<file path="src/rtl/railway_pkg.sv">
// Shared types and constants for the mouse click tracker: screen size defaults,
// FSM encoding, the point record and the box-hit helper used by the pixel flags.
package railway_pkg;

  localparam int unsigned H_ACTIVE_DEF = 640;
  localparam int unsigned V_ACTIVE_DEF = 480;

  typedef enum logic [1:0] {
    IDLE      = 2'd0,
    START_SET = 2'd1,
    BOTH_SET  = 2'd2,
    WAIT_CLR  = 2'd3
  } sel_state_t;

  typedef struct packed {
    logic [9:0] x;
    logic [9:0] y;
  } point_t;

  // |a - c| <= r, evaluated in 11-bit signed so coordinates near 0 or the far edge never wrap.
  function automatic logic in_box(input logic [9:0] a, input logic [9:0] c, input int unsigned r);
    logic signed [10:0] d;
    logic signed [10:0] rs;
    d  = $signed({1'b0, a}) - $signed({1'b0, c});
    rs = $signed(11'(r));
    return (d <= rs) && (d >= -rs);
  endfunction

endpackage

</file>
<file path="src/rtl/mouse_click_tracker_if.sv">
// Bundle of mouse inputs, pixel coordinates, path-engine handshake and marker outputs.
interface mouse_click_tracker_if;

  logic       frame_clk;
  logic       LEFT;
  logic       RIGHT;
  logic       key1;
  logic [9:0] XMOV_MOUSE;
  logic [9:0] YMOV_MOUSE;
  logic [9:0] DrawX;
  logic [9:0] DrawY;
  logic       path_ack;
  logic       is_mouse;
  logic       is_start_mark;
  logic       is_end_mark;
  logic [9:0] start_x;
  logic [9:0] start_y;
  logic [9:0] end_x;
  logic [9:0] end_y;
  logic       path_req;
  logic [1:0] sel_state;

  modport master (
    output frame_clk, LEFT, RIGHT, key1, XMOV_MOUSE, YMOV_MOUSE, DrawX, DrawY, path_ack,
    input  is_mouse, is_start_mark, is_end_mark, start_x, start_y, end_x, end_y, path_req,
           sel_state
  );

  modport slave (
    input  frame_clk, LEFT, RIGHT, key1, XMOV_MOUSE, YMOV_MOUSE, DrawX, DrawY, path_ack,
    output is_mouse, is_start_mark, is_end_mark, start_x, start_y, end_x, end_y, path_req,
           sel_state
  );

endinterface

</file>
<file path="src/rtl/mouse_click_tracker_sync_edge.sv">
// Two-flop synchroniser for an asynchronous level, plus a one-cycle rising-edge pulse.
module sync_edge (
  input  logic clk_i,
  input  logic rst_i,
  input  logic d_i,
  output logic level_o,
  output logic rise_o
);

  logic meta_q, meta_d;
  logic sync_q, sync_d;
  logic prev_q, prev_d;

  always_comb begin
    meta_d = d_i;
    sync_d = meta_q;
    prev_d = sync_q;
  end

  always_ff @(posedge clk_i or posedge rst_i) begin
    if (rst_i) begin
      meta_q <= 1'b0;
      sync_q <= 1'b0;
      prev_q <= 1'b0;
    end else begin
      meta_q <= meta_d;
      sync_q <= sync_d;
      prev_q <= prev_d;
    end
  end

  assign level_o = sync_q;
  assign rise_o  = sync_q & ~prev_q;

endmodule

</file>
<file path="src/rtl/mouse_click_tracker.sv">
// Turns synchronised mouse clicks into a start/end point pair with a req/ack handshake
// to the path engine, and flags cursor and marker pixels for the colour mapper.
module mouse_click_tracker
  import railway_pkg::*;
#(
  parameter int unsigned H_ACTIVE = H_ACTIVE_DEF,
  parameter int unsigned V_ACTIVE = V_ACTIVE_DEF,
  parameter int unsigned CUR_R    = 1,
  parameter int unsigned MARK_R   = 2
) (
  input logic                  Clk,
  input logic                  Reset,
  mouse_click_tracker_if.slave bus_io
);

  localparam logic [9:0] XMax = 10'(H_ACTIVE - 1);
  localparam logic [9:0] YMax = 10'(V_ACTIVE - 1);

  logic l_rise, r_rise, frame_rise, key1_s;
  logic unused_l_level, unused_r_level, unused_frame_level, unused_key1_rise;

  sync_edge u_sync_left (
    .clk_i   (Clk),
    .rst_i   (Reset),
    .d_i     (bus_io.LEFT),
    .level_o (unused_l_level),
    .rise_o  (l_rise)
  );

  sync_edge u_sync_right (
    .clk_i   (Clk),
    .rst_i   (Reset),
    .d_i     (bus_io.RIGHT),
    .level_o (unused_r_level),
    .rise_o  (r_rise)
  );

  sync_edge u_sync_frame (
    .clk_i   (Clk),
    .rst_i   (Reset),
    .d_i     (bus_io.frame_clk),
    .level_o (unused_frame_level),
    .rise_o  (frame_rise)
  );

  sync_edge u_sync_key1 (
    .clk_i   (Clk),
    .rst_i   (Reset),
    .d_i     (bus_io.key1),
    .level_o (key1_s),
    .rise_o  (unused_key1_rise)
  );

  sel_state_t state_q, state_d;
  point_t     cur_q, cur_d;
  point_t     start_q, start_d;
  point_t     end_q, end_d;
  logic       req_q, req_d;

  logic       click_l, click_r;
  logic [9:0] x_clamp, y_clamp;

  assign click_l = l_rise & key1_s;
  assign click_r = r_rise & key1_s;
  assign x_clamp = (bus_io.XMOV_MOUSE > XMax) ? XMax : bus_io.XMOV_MOUSE;
  assign y_clamp = (bus_io.YMOV_MOUSE > YMax) ? YMax : bus_io.YMOV_MOUSE;

  always_comb begin
    state_d = state_q;
    cur_d   = cur_q;
    start_d = start_q;
    end_d   = end_q;
    req_d   = req_q;

    // Cursor only moves once per frame so it never tears mid-scan.
    if (frame_rise) begin
      cur_d.x = x_clamp;
      cur_d.y = YMax - y_clamp;
    end

    unique case (state_q)
      IDLE: begin
        if (click_l && !click_r) begin
          start_d = cur_q;
          state_d = START_SET;
        end
      end
      START_SET: begin
        if (click_r) begin
          state_d = IDLE;
        end else if (click_l) begin
          end_d   = cur_q;
          req_d   = 1'b1;
          state_d = BOTH_SET;
        end
      end
      BOTH_SET: begin
        if (click_r) begin
          req_d   = 1'b0;
          state_d = IDLE;
        end else if (bus_io.path_ack) begin
          req_d   = 1'b0;
          state_d = WAIT_CLR;
        end
      end
      WAIT_CLR: begin
        if (click_r) begin
          state_d = IDLE;
        end
      end
      default: state_d = IDLE;
    endcase
  end

  always_ff @(posedge Clk or posedge Reset) begin
    if (Reset) begin
      state_q <= IDLE;
      cur_q   <= '0;
      start_q <= '0;
      end_q   <= '0;
      req_q   <= 1'b0;
    end else begin
      state_q <= state_d;
      cur_q   <= cur_d;
      start_q <= start_d;
      end_q   <= end_d;
      req_q   <= req_d;
    end
  end

  assign bus_io.is_mouse = in_box(bus_io.DrawX, cur_q.x, CUR_R) &
                           in_box(bus_io.DrawY, cur_q.y, CUR_R);
  assign bus_io.is_start_mark = (state_q != IDLE) &
                                in_box(bus_io.DrawX, start_q.x, MARK_R) &
                                in_box(bus_io.DrawY, start_q.y, MARK_R);
  assign bus_io.is_end_mark = ((state_q == BOTH_SET) || (state_q == WAIT_CLR)) &
                              in_box(bus_io.DrawX, end_q.x, MARK_R) &
                              in_box(bus_io.DrawY, end_q.y, MARK_R);

  assign bus_io.start_x   = start_q.x;
  assign bus_io.start_y   = start_q.y;
  assign bus_io.end_x     = end_q.x;
  assign bus_io.end_y     = end_q.y;
  assign bus_io.path_req  = req_q;
  assign bus_io.sel_state = state_q;

endmodule

</file>
<file path="src/flat_wrapper.sv">
// flat-port wrapper written by rule: the top's interface ports become plain ports
module mouse_click_tracker_flat import railway_pkg::*;
#(
  parameter int unsigned H_ACTIVE = H_ACTIVE_DEF,
  parameter int unsigned V_ACTIVE = V_ACTIVE_DEF,
  parameter int unsigned CUR_R    = 1,
  parameter int unsigned MARK_R   = 2
)
  (Clk, Reset, bus_io_frame_clk, bus_io_LEFT, bus_io_RIGHT, bus_io_key1, bus_io_XMOV_MOUSE, bus_io_YMOV_MOUSE, bus_io_DrawX, bus_io_DrawY, bus_io_path_ack, bus_io_is_mouse, bus_io_is_start_mark, bus_io_is_end_mark, bus_io_start_x, bus_io_start_y, bus_io_end_x, bus_io_end_y, bus_io_path_req, bus_io_sel_state);
  mouse_click_tracker_if bus_io_i ();
  input logic Clk;
  input logic Reset;
  input wire logic [$bits(bus_io_i.frame_clk)-1:0] bus_io_frame_clk;
  input wire logic [$bits(bus_io_i.LEFT)-1:0] bus_io_LEFT;
  input wire logic [$bits(bus_io_i.RIGHT)-1:0] bus_io_RIGHT;
  input wire logic [$bits(bus_io_i.key1)-1:0] bus_io_key1;
  input wire logic [$bits(bus_io_i.XMOV_MOUSE)-1:0] bus_io_XMOV_MOUSE;
  input wire logic [$bits(bus_io_i.YMOV_MOUSE)-1:0] bus_io_YMOV_MOUSE;
  input wire logic [$bits(bus_io_i.DrawX)-1:0] bus_io_DrawX;
  input wire logic [$bits(bus_io_i.DrawY)-1:0] bus_io_DrawY;
  input wire logic [$bits(bus_io_i.path_ack)-1:0] bus_io_path_ack;
  output wire logic [$bits(bus_io_i.is_mouse)-1:0] bus_io_is_mouse;
  output wire logic [$bits(bus_io_i.is_start_mark)-1:0] bus_io_is_start_mark;
  output wire logic [$bits(bus_io_i.is_end_mark)-1:0] bus_io_is_end_mark;
  output wire logic [$bits(bus_io_i.start_x)-1:0] bus_io_start_x;
  output wire logic [$bits(bus_io_i.start_y)-1:0] bus_io_start_y;
  output wire logic [$bits(bus_io_i.end_x)-1:0] bus_io_end_x;
  output wire logic [$bits(bus_io_i.end_y)-1:0] bus_io_end_y;
  output wire logic [$bits(bus_io_i.path_req)-1:0] bus_io_path_req;
  output wire logic [$bits(bus_io_i.sel_state)-1:0] bus_io_sel_state;
  assign bus_io_i.frame_clk = bus_io_frame_clk;
  assign bus_io_i.LEFT = bus_io_LEFT;
  assign bus_io_i.RIGHT = bus_io_RIGHT;
  assign bus_io_i.key1 = bus_io_key1;
  assign bus_io_i.XMOV_MOUSE = bus_io_XMOV_MOUSE;
  assign bus_io_i.YMOV_MOUSE = bus_io_YMOV_MOUSE;
  assign bus_io_i.DrawX = bus_io_DrawX;
  assign bus_io_i.DrawY = bus_io_DrawY;
  assign bus_io_i.path_ack = bus_io_path_ack;
  assign bus_io_is_mouse = bus_io_i.is_mouse;
  assign bus_io_is_start_mark = bus_io_i.is_start_mark;
  assign bus_io_is_end_mark = bus_io_i.is_end_mark;
  assign bus_io_start_x = bus_io_i.start_x;
  assign bus_io_start_y = bus_io_i.start_y;
  assign bus_io_end_x = bus_io_i.end_x;
  assign bus_io_end_y = bus_io_i.end_y;
  assign bus_io_path_req = bus_io_i.path_req;
  assign bus_io_sel_state = bus_io_i.sel_state;
  mouse_click_tracker #(.H_ACTIVE(H_ACTIVE), .V_ACTIVE(V_ACTIVE), .CUR_R(CUR_R), .MARK_R(MARK_R)) u_core (.Clk(Clk), .Reset(Reset), .bus_io(bus_io_i));
endmodule
</file>
<file path="config.mk">
export PLATFORM = sky130hd
export DESIGN_NAME = mouse_click_tracker_flat
export DESIGN_NICKNAME = d
export VERILOG_FILES = /design/src/rtl/railway_pkg.sv /design/src/rtl/mouse_click_tracker_if.sv /design/src/rtl/mouse_click_tracker_sync_edge.sv /design/src/rtl/mouse_click_tracker.sv /design/src/flat_wrapper.sv
export SDC_FILE = /design/constraint.sdc
export NUM_CORES = 1
export LEC_CHECK = 0
export CORE_MARGIN = 5
export CORE_UTILIZATION = 50
export CTS_CLUSTER_SIZE = 20
export DETAILED_ROUTE_END_ITERATION = 7
export PLACE_DENSITY = 0.75
export REMOVE_ABC_BUFFERS = 1
export SYNTH_ARGS = -nofsm -noshare
export SYNTH_HDL_FRONTEND = slang
export SYNTH_SLANG_ARGS = --single-unit
</file>
<file path="constraint.sdc">
create_clock -name Clk -period 4.3 [get_ports Clk]
set_input_delay 0.86 -clock Clk [delete_from_list [all_inputs] [get_ports Clk]]
set_output_delay 0.86 -clock Clk [all_outputs]
set_load 0.05 [all_outputs]
</file>
==> results.cfg, run 1 <==
[outcome]
status = complete, but fails checks
violations = negative setup slack

[global_route]
use_met2_pct = 42.8
use_met1_pct = 27.7
grtUsageMet3_pct = 4.37
grt_usage_pct = 23.8
top_usage_layer = met2
grt_pass1_wl_um = 27400
gr-total-overflow = 0
grt_max_degree = 75
antenna_found_initial = 0
grt_pass1_vias = 5829

[pwr]
vdd_drop_max_v = 0.000475
leakage_nw = 3.47
powerDensity_nw_per_um2 = 683

[die]
rows = 39
start_util_pct = 50.9
io_pins = 93
die_area_um2 = 13800
coreArea_um2 = 11400
die_w_um = 118
die_height_um = 118

[sta]
slew_violations = 0
worst_slack_ns = -0.122
fin_crit_sh_pct = 103
totalNegativeSetupSlack_ns = -0.164
slew_headroom_pct = 36.1
max_freq_ghz = 0.226
fin_crit_ns = 4.42
worst_clock_skew_ns = 0.00408
worst_slew_pin_slew_ns = 0.958
whs_ns = 0.346
hold_viol_final = 0
rsz0062_at_grt = yes
setup_viol = 2

[final_layout]
multi_input_comb_area_um2 = 3930
fillCellCount = 865
final_cell_mix = 77 x clkdlybuf4s50_1, 74 x dfrtp_1, 68 x inv_1, 68 x buf_4, 66 x nand2_1
seq_area_um2 = 1850
final_common_cell = clkdlybuf4s50_1
finalNetCount = 945
layout-drive-gt1-share_pct = 18.9
area_growth_syn_to_layout_pct = 38.6
diodes = 0

[worst_setup_path]
timing.rr.end = u_core.bus_io.start_y[0]$_DFFE_PP0P_
critical_path_peak_fanout = 2
cp-end-kind = output pin
critPathTopFamily = compound AO/OA/AOI/OAI gates
max_stage_delay_ns = 0.38
worstReg2RegStart = u_core.bus_io.sel_state[0]$_DFFE_PP0P_
path_class = primary input to output pin
crit_start = bus_io_DrawX[0]
r2r_cells = 5
crit_required_ns = 3.44
start_kind = primary input
cpMaxStageDelayCell = a2111o_1
crit_chain = buf_8 > inv_6 > ha_4 > inv_2 > fa_2 > a21o_1 > a221o_1 > o41a_1 > or3_1 > a2111o_1 > a22oi_2 > buf_4 > buf_12
worst-path-stages = 13
cp.arrival_ns = 3.56
crit_buf_inv = 5
crit_path_end = bus_io_is_mouse
r2r_setup_slack_ns = 2.57

[logic_synthesis]
yosysUniqueCellTypes = 59
syn-cell-area_um2 = 5780
synth_top_area_share_pct = 32.0
synth-edff-count = 0
async_flop_share_pct = 100
netlist_instances = 665
synth_seq_area_share_pct = 32.0
synth-seq-cells = 74
yosys.area.top_type = dfrtp_1
synthFlopType = dfrtp_1
yosysWarnings = 0
syn_area_per_cell_um2 = 8.70
synth_area_leaders = dfrtp_1 32%, ha_1 14%, o21ai_0 4.9%

[drt]
ant_nets = 0
drc = 0
dr.pass1.iters = 4
initialDrtViolationCount = 310
viasPerCell = 5.67
wl_um = 16800
vias = 5524
wl_per_cell_um = 17.2

[place]
gpl.final_weighted_congestion = 0.879
portBuffers = 92
dp_hpwl_um = 12500

[clock_network]
cts_hold_buf = 0
root_buffer = clkbuf_16
clk_pin_slew_ns = 0.05
cts.sinks = 74
clk_latency_ns = 0.34
clk_path_buf_depth = 2
tritoncts = yes
cts_buffers = 9
cts_htree_levels = 3

[flow_run]
drv_cap = 0

[worst_hold_path]
hp-class = flip-flop to flip-flop
-- layout make-up --
class,count,area share (%)
clock buffers,12,3.20
clock inverters,4,0.624
inverters,73,3.51
multi-input cells,507,49.1
flip-flops and latches,74,23.1
well taps,143,2.23
repair buffers,162,18.3
-- Yosys cell counts (all sizes together) (2+ instances only) --
library cell and number:
a2111oi 5, a211o 3, a211oi 6, a21o 7
a21oi 28, a221o 2, a22oi 3, a311oi 2
a31oi 2, and2 4, and3 8, and4b 2
clkbuf 11, dfrtp 74, fa 6, ha 65
inv 73, mux2 4, mux2i 3, nand2 66
nand2b 7, nand3 14, nand3b 6, nand4 10
nor2 39, nor2b 15, nor3 24, nor4 10
o2111a 5, o211ai 3, o21a 11, o21ai 59
o21bai 4, o221ai 2, o22ai 8, o311a 3
o311ai 3, o31ai 3, o41ai 2, or2 4
or3 5, or4 6, xnor2 25, xor2 13
-- what timing repair did --
action	4_1_cts	5_1_grt
endpoints found under the hold margin	0	0
pin swaps	35	33
gates resized for setup	65	34
setup endpoints to repair	3	3
buffers inserted	8	1
-- flip-flops by register name (all words and copies together), names as in the netlist --
| register | cells |
|---|---|
| u_core.bus_io.start_x | 10 |
| u_core.cur_q | 20 |
| u_core.u_sync_left.level_o | 1 |
| u_core.u_sync_left.prev_q | 1 |
| u_core.u_sync_left.meta_q | 1 |
| u_core.bus_io.start_y | 10 |
| u_core.u_sync_right.meta_q | 1 |
| u_core.bus_io.end_x | 10 |
| u_core.bus_io.path_req | 1 |
| u_core.u_sync_key1.level_o | 1 |
| u_core.u_sync_frame.level_o | 1 |
| u_core.u_sync_frame.prev_q | 1 |
| u_core.bus_io.end_y | 10 |
| u_core.u_sync_frame.meta_q | 1 |
| u_core.bus_io.sel_state | 2 |
| u_core.u_sync_right.level_o | 1 |
| u_core.u_sync_key1.meta_q | 1 |
| u_core.u_sync_right.prev_q | 1 |
-- metrics by stage --
stage	setup WS (ns)	util [%]	area, µm²	instances	power, mW
floorplan	-0.451	-	5740	654	3.31
global placement	-0.533	64.7	7350	953	4.25
detailed placement	-0.608	64.7	7350	953	4.37
CTS	-0.278	69.0	7850	975	5.28
global route	-0.205	70.5	8020	975	5.84
finish	-0.122	70.5	8020	975	5.47
-- routing by layer --
metal	share of wire, %	vias up	wire [µm]
met5	0	-	0
met4	3.0	0	496
met3	5.0	41	842
met2	51	132	8510
met1	41	2650	6900
li1	-	2701	-
-- where the power goes --
group | internal (mW) | switching, mW | total [mW]
Sequential | 0.903 | 0.201 | 1.10
Clock | 0.480 | 0.299 | 0.779
Combinational | 1.51 | 2.08 | 3.59
-- how the worst min path moves through the flow --
stage / startpoint / endpoint / cells after the start
3_5_place_dp: u_core.u_sync_frame.meta_q$_DFF_PP0_ / u_core.u_sync_frame.level_o$_DFF_PP0_ / 0
5_1_grt: u_core.u_sync_frame.meta_q$_DFF_PP0_ / u_core.u_sync_frame.level_o$_DFF_PP0_ / 0
3_3_place_gp: u_core.u_sync_frame.meta_q$_DFF_PP0_ / u_core.u_sync_frame.level_o$_DFF_PP0_ / 0
2_1_floorplan: u_core.u_sync_frame.meta_q$_DFF_PP0_ / u_core.u_sync_frame.level_o$_DFF_PP0_ / 0
6_report: u_core.u_sync_frame.meta_q$_DFF_PP0_ / u_core.u_sync_frame.level_o$_DFF_PP0_ / 0
4_1_cts: u_core.u_sync_frame.meta_q$_DFF_PP0_ / u_core.u_sync_frame.level_o$_DFF_PP0_ / 0
-- cell families (layout without fill, tap and decap cells) --
group | after synthesis | after routing | share of synthesized area (%)
flops | 74 | 74 | 32.0
mux | 7 | 7 | 1.30
fa+ha+maj | 71 | 71 | 16.1
compound gates | 167 | 167 | 19.5
buf+inv | 84 | 251 | 5.45
simple gates | 224 | 224 | 19.9
xor+xnor | 38 | 38 | 5.75
Power figures use the tool's default switching activity.
==> run 2, diff against run 1 <==
--- a/config.mk
+++ b/config.mk
@@ -6,10 +6,11 @@
 export NUM_CORES = 1
 export LEC_CHECK = 0
 export CORE_MARGIN = 5
-export CORE_UTILIZATION = 50
+export CORE_UTILIZATION = 55
 export CTS_CLUSTER_SIZE = 20
 export DETAILED_ROUTE_END_ITERATION = 7
-export PLACE_DENSITY = 0.75
+export GPL_TIMING_DRIVEN = 1
+export PLACE_DENSITY = 0.82
 export REMOVE_ABC_BUFFERS = 1
 export SYNTH_ARGS = -nofsm -noshare
 export SYNTH_HDL_FRONTEND = slang
==> constraint.sdc (replaced) <==
create_clock -name Clk -period 4.3 [get_ports Clk]
set_input_delay 0.86 -clock Clk [delete_from_list [all_inputs] [get_ports Clk]]
set_output_delay 0.86 -clock Clk [all_outputs]
set_load 0.005 [all_outputs]
==> run 2 against run 1 <==
  * The flow now finishes without violations
  * Via count rose by 8.5%
  * Die area fell by 8.3%
  * Hold slack improved by 0.0082 ns
  * Clock power shrank 23%
  * Worst setup slack better by 0.13 ns
  * First-iteration DRC count is 19% higher
  * Combinational power shrank 11%
  * Highest routed layer unchanged
==> results.cfg, run 2 (synthesis gave the netlist of run 1 again) <==
[worst_setup_path]
crit_required_ns = 3.44
crit_chain = buf_8 > inv_6 > ha_4 > inv_2 > fa_2 > a21o_1 > a221o_1 > o41a_1 > buf_6 > xnor2_2 > nor4_2 > nand3_1 > a22oi_2 > buf_2
cp-end-kind = output pin
start_kind = primary input
max_stage_delay_ns = 0.35
critical_path_peak_fanout = 2
cpMaxStageDelayCell = o41a_1
path_class = primary input to output pin
cp.arrival_ns = 3.43

[die]
coreArea_um2 = 10300
start_util_pct = 56.3
die_height_um = 113
die_w_um = 113
rows = 37
die_area_um2 = 12700
io_pins = 93

[sta]
whs_ns = 0.355
fin_crit_ns = 4.29
worst_slew_pin_slew_ns = 1.34
slew_violations = 0
rsz0062_at_grt = yes
setup_viol = 0
worst_clock_skew_ns = 0.0149
hold_viol_final = 0
slew_headroom_pct = 10.8
fin_crit_sh_pct = 99.8
max_freq_ghz = 0.233
totalNegativeSetupSlack_ns = 0

[drt]
drt-met1-wl_um = 7640
dr.pass1.iters = 5
initialDrtViolationCount = 368
top_layer = met4
dr_wl_met2_um = 8960
drc = 0
vias = 5996
ant_nets = 0
wl_per_cell_um = 18.0
wl_met3_um = 1200
wl_um = 18400
viasPerCell = 5.86

[global_route]
grt_usage_pct = 28.7
grt_max_degree = 39
antenna_found_initial = 0
grt_pass1_wl_um = 29500
gr-total-overflow = 0
grt_pass1_vias = 6110

[final_layout]
area_growth_syn_to_layout_pct = 44.0
largest_reg_flops = 20
finalNonFillerCells = 1024
layout-drive-gt1-share_pct = 24.4
finalNetCount = 1002
diodes = 0
regMostFlops = u_core.cur_q
final_cell_mix = 122 x buf_4, 77 x clkdlybuf4s50_1, 74 x dfrtp_1, 66 x nand2_1, 66 x inv_1
final_common_cell = buf_4
fillCellCount = 654
stdcell_area_um2 = 8330

[clock_network]
cts_buffers = 9
cts_hold_buf = 0
clk_pin_slew_ns = 0.07
cts.sinks = 74
clk_path_buf_depth = 2
root_buffer = clkbuf_8
tritoncts = yes
cts_htree_levels = 3
clk_latency_ns = 0.37

[flow_run]
drv_cap = 0

[pwr]
leakage_nw = 3.72
p_clk_share_pct = 12.2
vdd_drop_max_v = 0.000331
power_frac_seq_pct = 22.7
switchingPower_mw = 2.03
pwr-share-comb_pct = 65.2
p_int_mw = 2.89
swShare_pct = 41.3
powerDensity_nw_per_um2 = 590

[worst_hold_path]
hp-class = flip-flop to flip-flop

[place]
dpl.cell_count = 999
placed_cell_area_um2 = 7710
portBuffers = 92
dp_hpwl_um = 13500
gpl.final_weighted_congestion = 0.903

[outcome]
status = finished clean
[run 2: area by class of cell]
type | count | area, µm² | share of cell area [%]
Clock inverter | 6 | 92.6 | 1.11
Multi-Input combinational cell | 507 | 3950 | 47.5
Clock buffer | 9 | 124 | 1.49
Inverter | 73 | 282 | 3.38
Tap cell | 136 | 170 | 2.04
Timing Repair Buffer | 219 | 1860 | 22.3
Sequential cell | 74 | 1850 | 22.2
[run 2: timing repair]
| action | in CTS | in global routing |
|---|---|---|
| pin swaps | 41 | 34 |
| resized for setup | 78 | 35 |
| hold endpoints to repair | 0 | 0 |
| setup endpoints to repair | 3 | 3 |
| setup buffers | 7 | 4 |
[run 2: worst paths after layout]
kind / start / to / slack (ns) / cells after the start
worst max-delay path: bus_io_DrawX[0] / bus_io_is_mouse / 0.007 / 14
worst min-delay path: u_core.u_sync_right.meta_q$_DFF_PP0_ / u_core.u_sync_right.level_o$_DFF_PP0_ / 0.35 / 0
worst max register to register: u_core.bus_io.sel_state[0]$_DFFE_PP0P_ / u_core.bus_io.start_x[0]$_DFFE_PP0P_ / 1.85 / 4
worst min register to register: u_core.u_sync_right.meta_q$_DFF_PP0_ / u_core.u_sync_right.level_o$_DFF_PP0_ / 0.35 / 0
max in group asynchronous: Reset / u_core.u_sync_right.meta_q$_DFF_PP0_ / 2.68 / 3
min in group asynchronous: Reset / u_core.cur_q[9]$_DFFE_PP0P_ / 0.86 / 2
[run 2: power by group through the flow]
stage | logic, mW | registers, mW | clock network [mW]
6_report | 3.20 | 1.12 | 0.599
4_1_cts | 3.01 | 1.10 | 0.615
2_1_floorplan | 1.62 | 1.07 | 0
3_5_place_dp | 2.85 | 1.11 | 0
3_3_place_gp | 2.73 | 1.09 | 0
5_1_grt | 3.50 | 1.13 | 0.632
[run 2: metal layers]
layer | GRT usage, % | up-vias
met1 | 36.0 | 2877
met5 | 0 | -
met4 | 11.3 | 0
met3 | 5.98 | 55
met2 | 48.3 | 235
li1 | - | 2829
[run 2: critical path, delay by kind of cell]
| family | cells | cell delay [ns] |
|---|---|---|
| AO/OA/AOI/OAI | 4 | 1.12 |
| XOR/XNOR | 1 | 0.13 |
| adder cells (fa/ha/maj) | 2 | 0.46 |
| buffers and inverters | 5 | 0.47 |
| AND/OR/NAND/NOR | 2 | 0.39 |
[run 2: metrics by stage]
| step | total power [mW] | worst slack (ns) | utilization [%] |
|---|---|---|---|
| 3_5_place_dp | 3.95 | -0.896 | 75.0 |
| 4_1_cts | 4.72 | -0.106 | 79.3 |
| 6_report | 4.92 | 0.00685 | 81.1 |
| 2_1_floorplan | 2.69 | 0.206 | - |
| 5_1_grt | 5.27 | -0.0823 | 81.1 |
| 3_3_place_gp | 3.82 | -0.799 | 75.0 |
==> run 3, diff against run 2 <==
--- a/config.mk
+++ b/config.mk
@@ -7,10 +7,13 @@
 export LEC_CHECK = 0
 export CORE_MARGIN = 5
 export CORE_UTILIZATION = 55
+export CTS_CLUSTER_DIAMETER = 60
 export CTS_CLUSTER_SIZE = 20
 export DETAILED_ROUTE_END_ITERATION = 7
+export GPL_ROUTABILITY_DRIVEN = 0
 export GPL_TIMING_DRIVEN = 1
 export PLACE_DENSITY = 0.82
+export RECOVER_POWER = 50
 export REMOVE_ABC_BUFFERS = 1
 export SYNTH_ARGS = -nofsm -noshare
 export SYNTH_HDL_FRONTEND = slang
==> run 3 against run 2 <==
  * The flow now finishes with violations (negative setup slack)
  * Via count about the same
  * Hold slack got worse by 0.0012 ns
  * Sequential share of layout area rose by 0.63 points
  * Power shrank 3.9%
  * Critical path depth is 1 lower
  * Non-clock buffer count is 7 lower
  * Clock skew is essentially flat
  * First-iteration DRC count grew 17%
  * Largest power group unchanged
  * Maximum frequency is 3.2% lower
  * Highest routed layer unchanged
  * Die area stayed put
  * Worst setup slack got worse by 0.14 ns
==> results.cfg, run 3 (synthesis gave the netlist of run 1 again) <==
[global_route]
grt_pass1_vias = 6230
grt_usage_pct = 28.7
antenna_found_initial = 0
grt_pass1_wl_um = 29900
grt_max_degree = 39
gr-total-overflow = 0

[clock_network]
cts.sinks = 74
tritoncts = yes
clk_path_buf_depth = 2
clk_pin_slew_ns = 0.09
clk_latency_ns = 0.36
cts_buffers = 9
cts_htree_levels = 3
root_buffer = clkbuf_8

[final_layout]
diodes = 0
finalNonFillerCells = 1018
area_growth_syn_to_layout_pct = 40.1
stdcell_area_um2 = 8100
final_common_cell = buf_4
regMostFlops = u_core.cur_q
final_cell_mix = 114 x buf_4, 74 x dfrtp_1, 70 x clkdlybuf4s50_1, 69 x inv_1, 66 x nand2_1
layout-drive-gt1-share_pct = 21.1
largest_reg_flops = 20
finalNetCount = 995

[die]
die_area_um2 = 12700
die_height_um = 113
coreArea_um2 = 10300
die_w_um = 113
rows = 37
io_pins = 93
start_util_pct = 56.3

[worst_setup_path]
start_kind = primary input
worst-path-stages = 13
critPathTopFamily = simple AND/OR/NAND/NOR gates
crit_chain = buf_8 > inv_6 > buf_6 > ha_4 > fa_2 > nor2b_2 > o2111a_1 > or4_1 > a31oi_1 > xor2_1 > or4b_1 > a22oi_2 > buf_2
crit_buf_inv = 4
crit_path_end = bus_io_is_start_mark
timing.rr.end = u_core.bus_io.end_x[0]$_DFFE_PP0P_
worstReg2RegStart = u_core.bus_io.sel_state[1]$_DFFE_PP0P_
cpMaxStageDelayCell = or4_1
max_stage_delay_ns = 0.53
r2r_setup_slack_ns = 1.79
r2r_cells = 5
crit_start = bus_io_DrawX[0]
path_class = primary input to output pin
cp.arrival_ns = 3.57
crit_required_ns = 3.44
critical_path_peak_fanout = 2
cp-end-kind = output pin

[sta]
setup_viol = 2
totalNegativeSetupSlack_ns = -0.197
slew_violations = 0
rsz0062_at_grt = yes
whs_ns = 0.353
fin_crit_sh_pct = 103
slew_headroom_pct = 6.90
worst_slew_pin_slew_ns = 1.40
worst_clock_skew_ns = 0.0147
hold_viol_final = 0
worst_slack_ns = -0.134
fin_crit_ns = 4.43
max_freq_ghz = 0.226

[drt]
initialDrtViolationCount = 431
ant_nets = 0
dr.pass1.iters = 4
drc = 0
vias = 5991
wl_per_cell_um = 17.6
viasPerCell = 5.89
wl_um = 18000

[place]
dpl.cell_count = 997
dp_hpwl_um = 13800
dp_slack_ns = -0.860
portBuffers = 92
placed_cell_area_um2 = 7700

[pwr]
leakage_nw = 3.65
vdd_drop_max_v = 0.000262
powerDensity_nw_per_um2 = 583

[flow_run]
drv_cap = 0

[outcome]
status = complete, but fails checks
violations = negative setup slack

[worst_hold_path]
hp-class = flip-flop to flip-flop
-- run 3: cell count changes in the layout (fill, tap and decap cells not counted), sizes merged --
| cell | delta |
|---|---|
| clkinv | +1 |
| inv | +1 |
| buf | -9 |
| clkbuf | +2 |
| clkdlybuf4s15 | -1 |
| dlygate4sd3 | +7 |
| clkdlybuf4s50 | -7 |
| dlymetal6s2s | -1 |
| clkinvlp | -1 |
| bufinv | -1 |
| dlygate4sd2 | +3 |
-- run 3: worst register-to-register path, delay by kind of cell (launching register included) --
kind,cells,cell delay (ns)
buffers and inverters,2,0.64
flip-flops,1,0.44
multiplexers,1,0.30
AND/OR/NAND/NOR,1,0.78
adder cells (fa/ha/maj),1,0.22
-- run 3: what timing repair did --
action,CTS,global route
endpoints found under the setup margin,3,3
pin swaps,32,10
hold buffers,0,0
gates resized for setup,75,12
setup buffers,5,1
-- run 3: how the worst min path moves through the flow --
stage | to | depth (start not counted) | start
2_1_floorplan | u_core.u_sync_frame.level_o$_DFF_PP0_ | 0 | u_core.u_sync_frame.meta_q$_DFF_PP0_
3_5_place_dp | u_core.u_sync_frame.level_o$_DFF_PP0_ | 0 | u_core.u_sync_frame.meta_q$_DFF_PP0_
4_1_cts | u_core.u_sync_left.level_o$_DFF_PP0_ | 0 | u_core.u_sync_left.meta_q$_DFF_PP0_
5_1_grt | u_core.u_sync_right.level_o$_DFF_PP0_ | 0 | u_core.u_sync_right.meta_q$_DFF_PP0_
6_report | u_core.u_sync_frame.level_o$_DFF_PP0_ | 0 | u_core.u_sync_frame.meta_q$_DFF_PP0_
3_3_place_gp | u_core.u_sync_frame.level_o$_DFF_PP0_ | 0 | u_core.u_sync_frame.meta_q$_DFF_PP0_
-- run 3: cell type report --
class	instances	area, µm²
tap	136	170
inverter	73	279
fill	666	2180
sequential	74	1850
multi-input combinational	507	3810
clock buffer	10	128
timing repair buffer	212	1800
clock inverter	6	65.1
-- run 3: power breakdown --
part           total [mW]  leakage, nW  internal (mW)  switching, mW
Clock               0.549       0.0966          0.269          0.280
Combinational        3.06         2.64           1.57           1.49
Sequential           1.11        0.916          0.902          0.211
-- run 3: metal layers --
metal  vias up  track usage [%]  wire length [µm]
li1       2818                -                 -
met1      2904             36.3              7580
met2       228             49.9              8860
met3        41             6.04              1130
met4         0             7.29               395
met5         -                0                 0
-- run 3: stage by stage --
stage          power (mW)  utilization (%)
2_1_floorplan        2.69                -
3_3_place_gp         3.80             74.9
3_5_place_dp         3.96             74.9
4_1_cts              4.62             78.7
5_1_grt              5.06             78.8
6_report             4.72             78.8
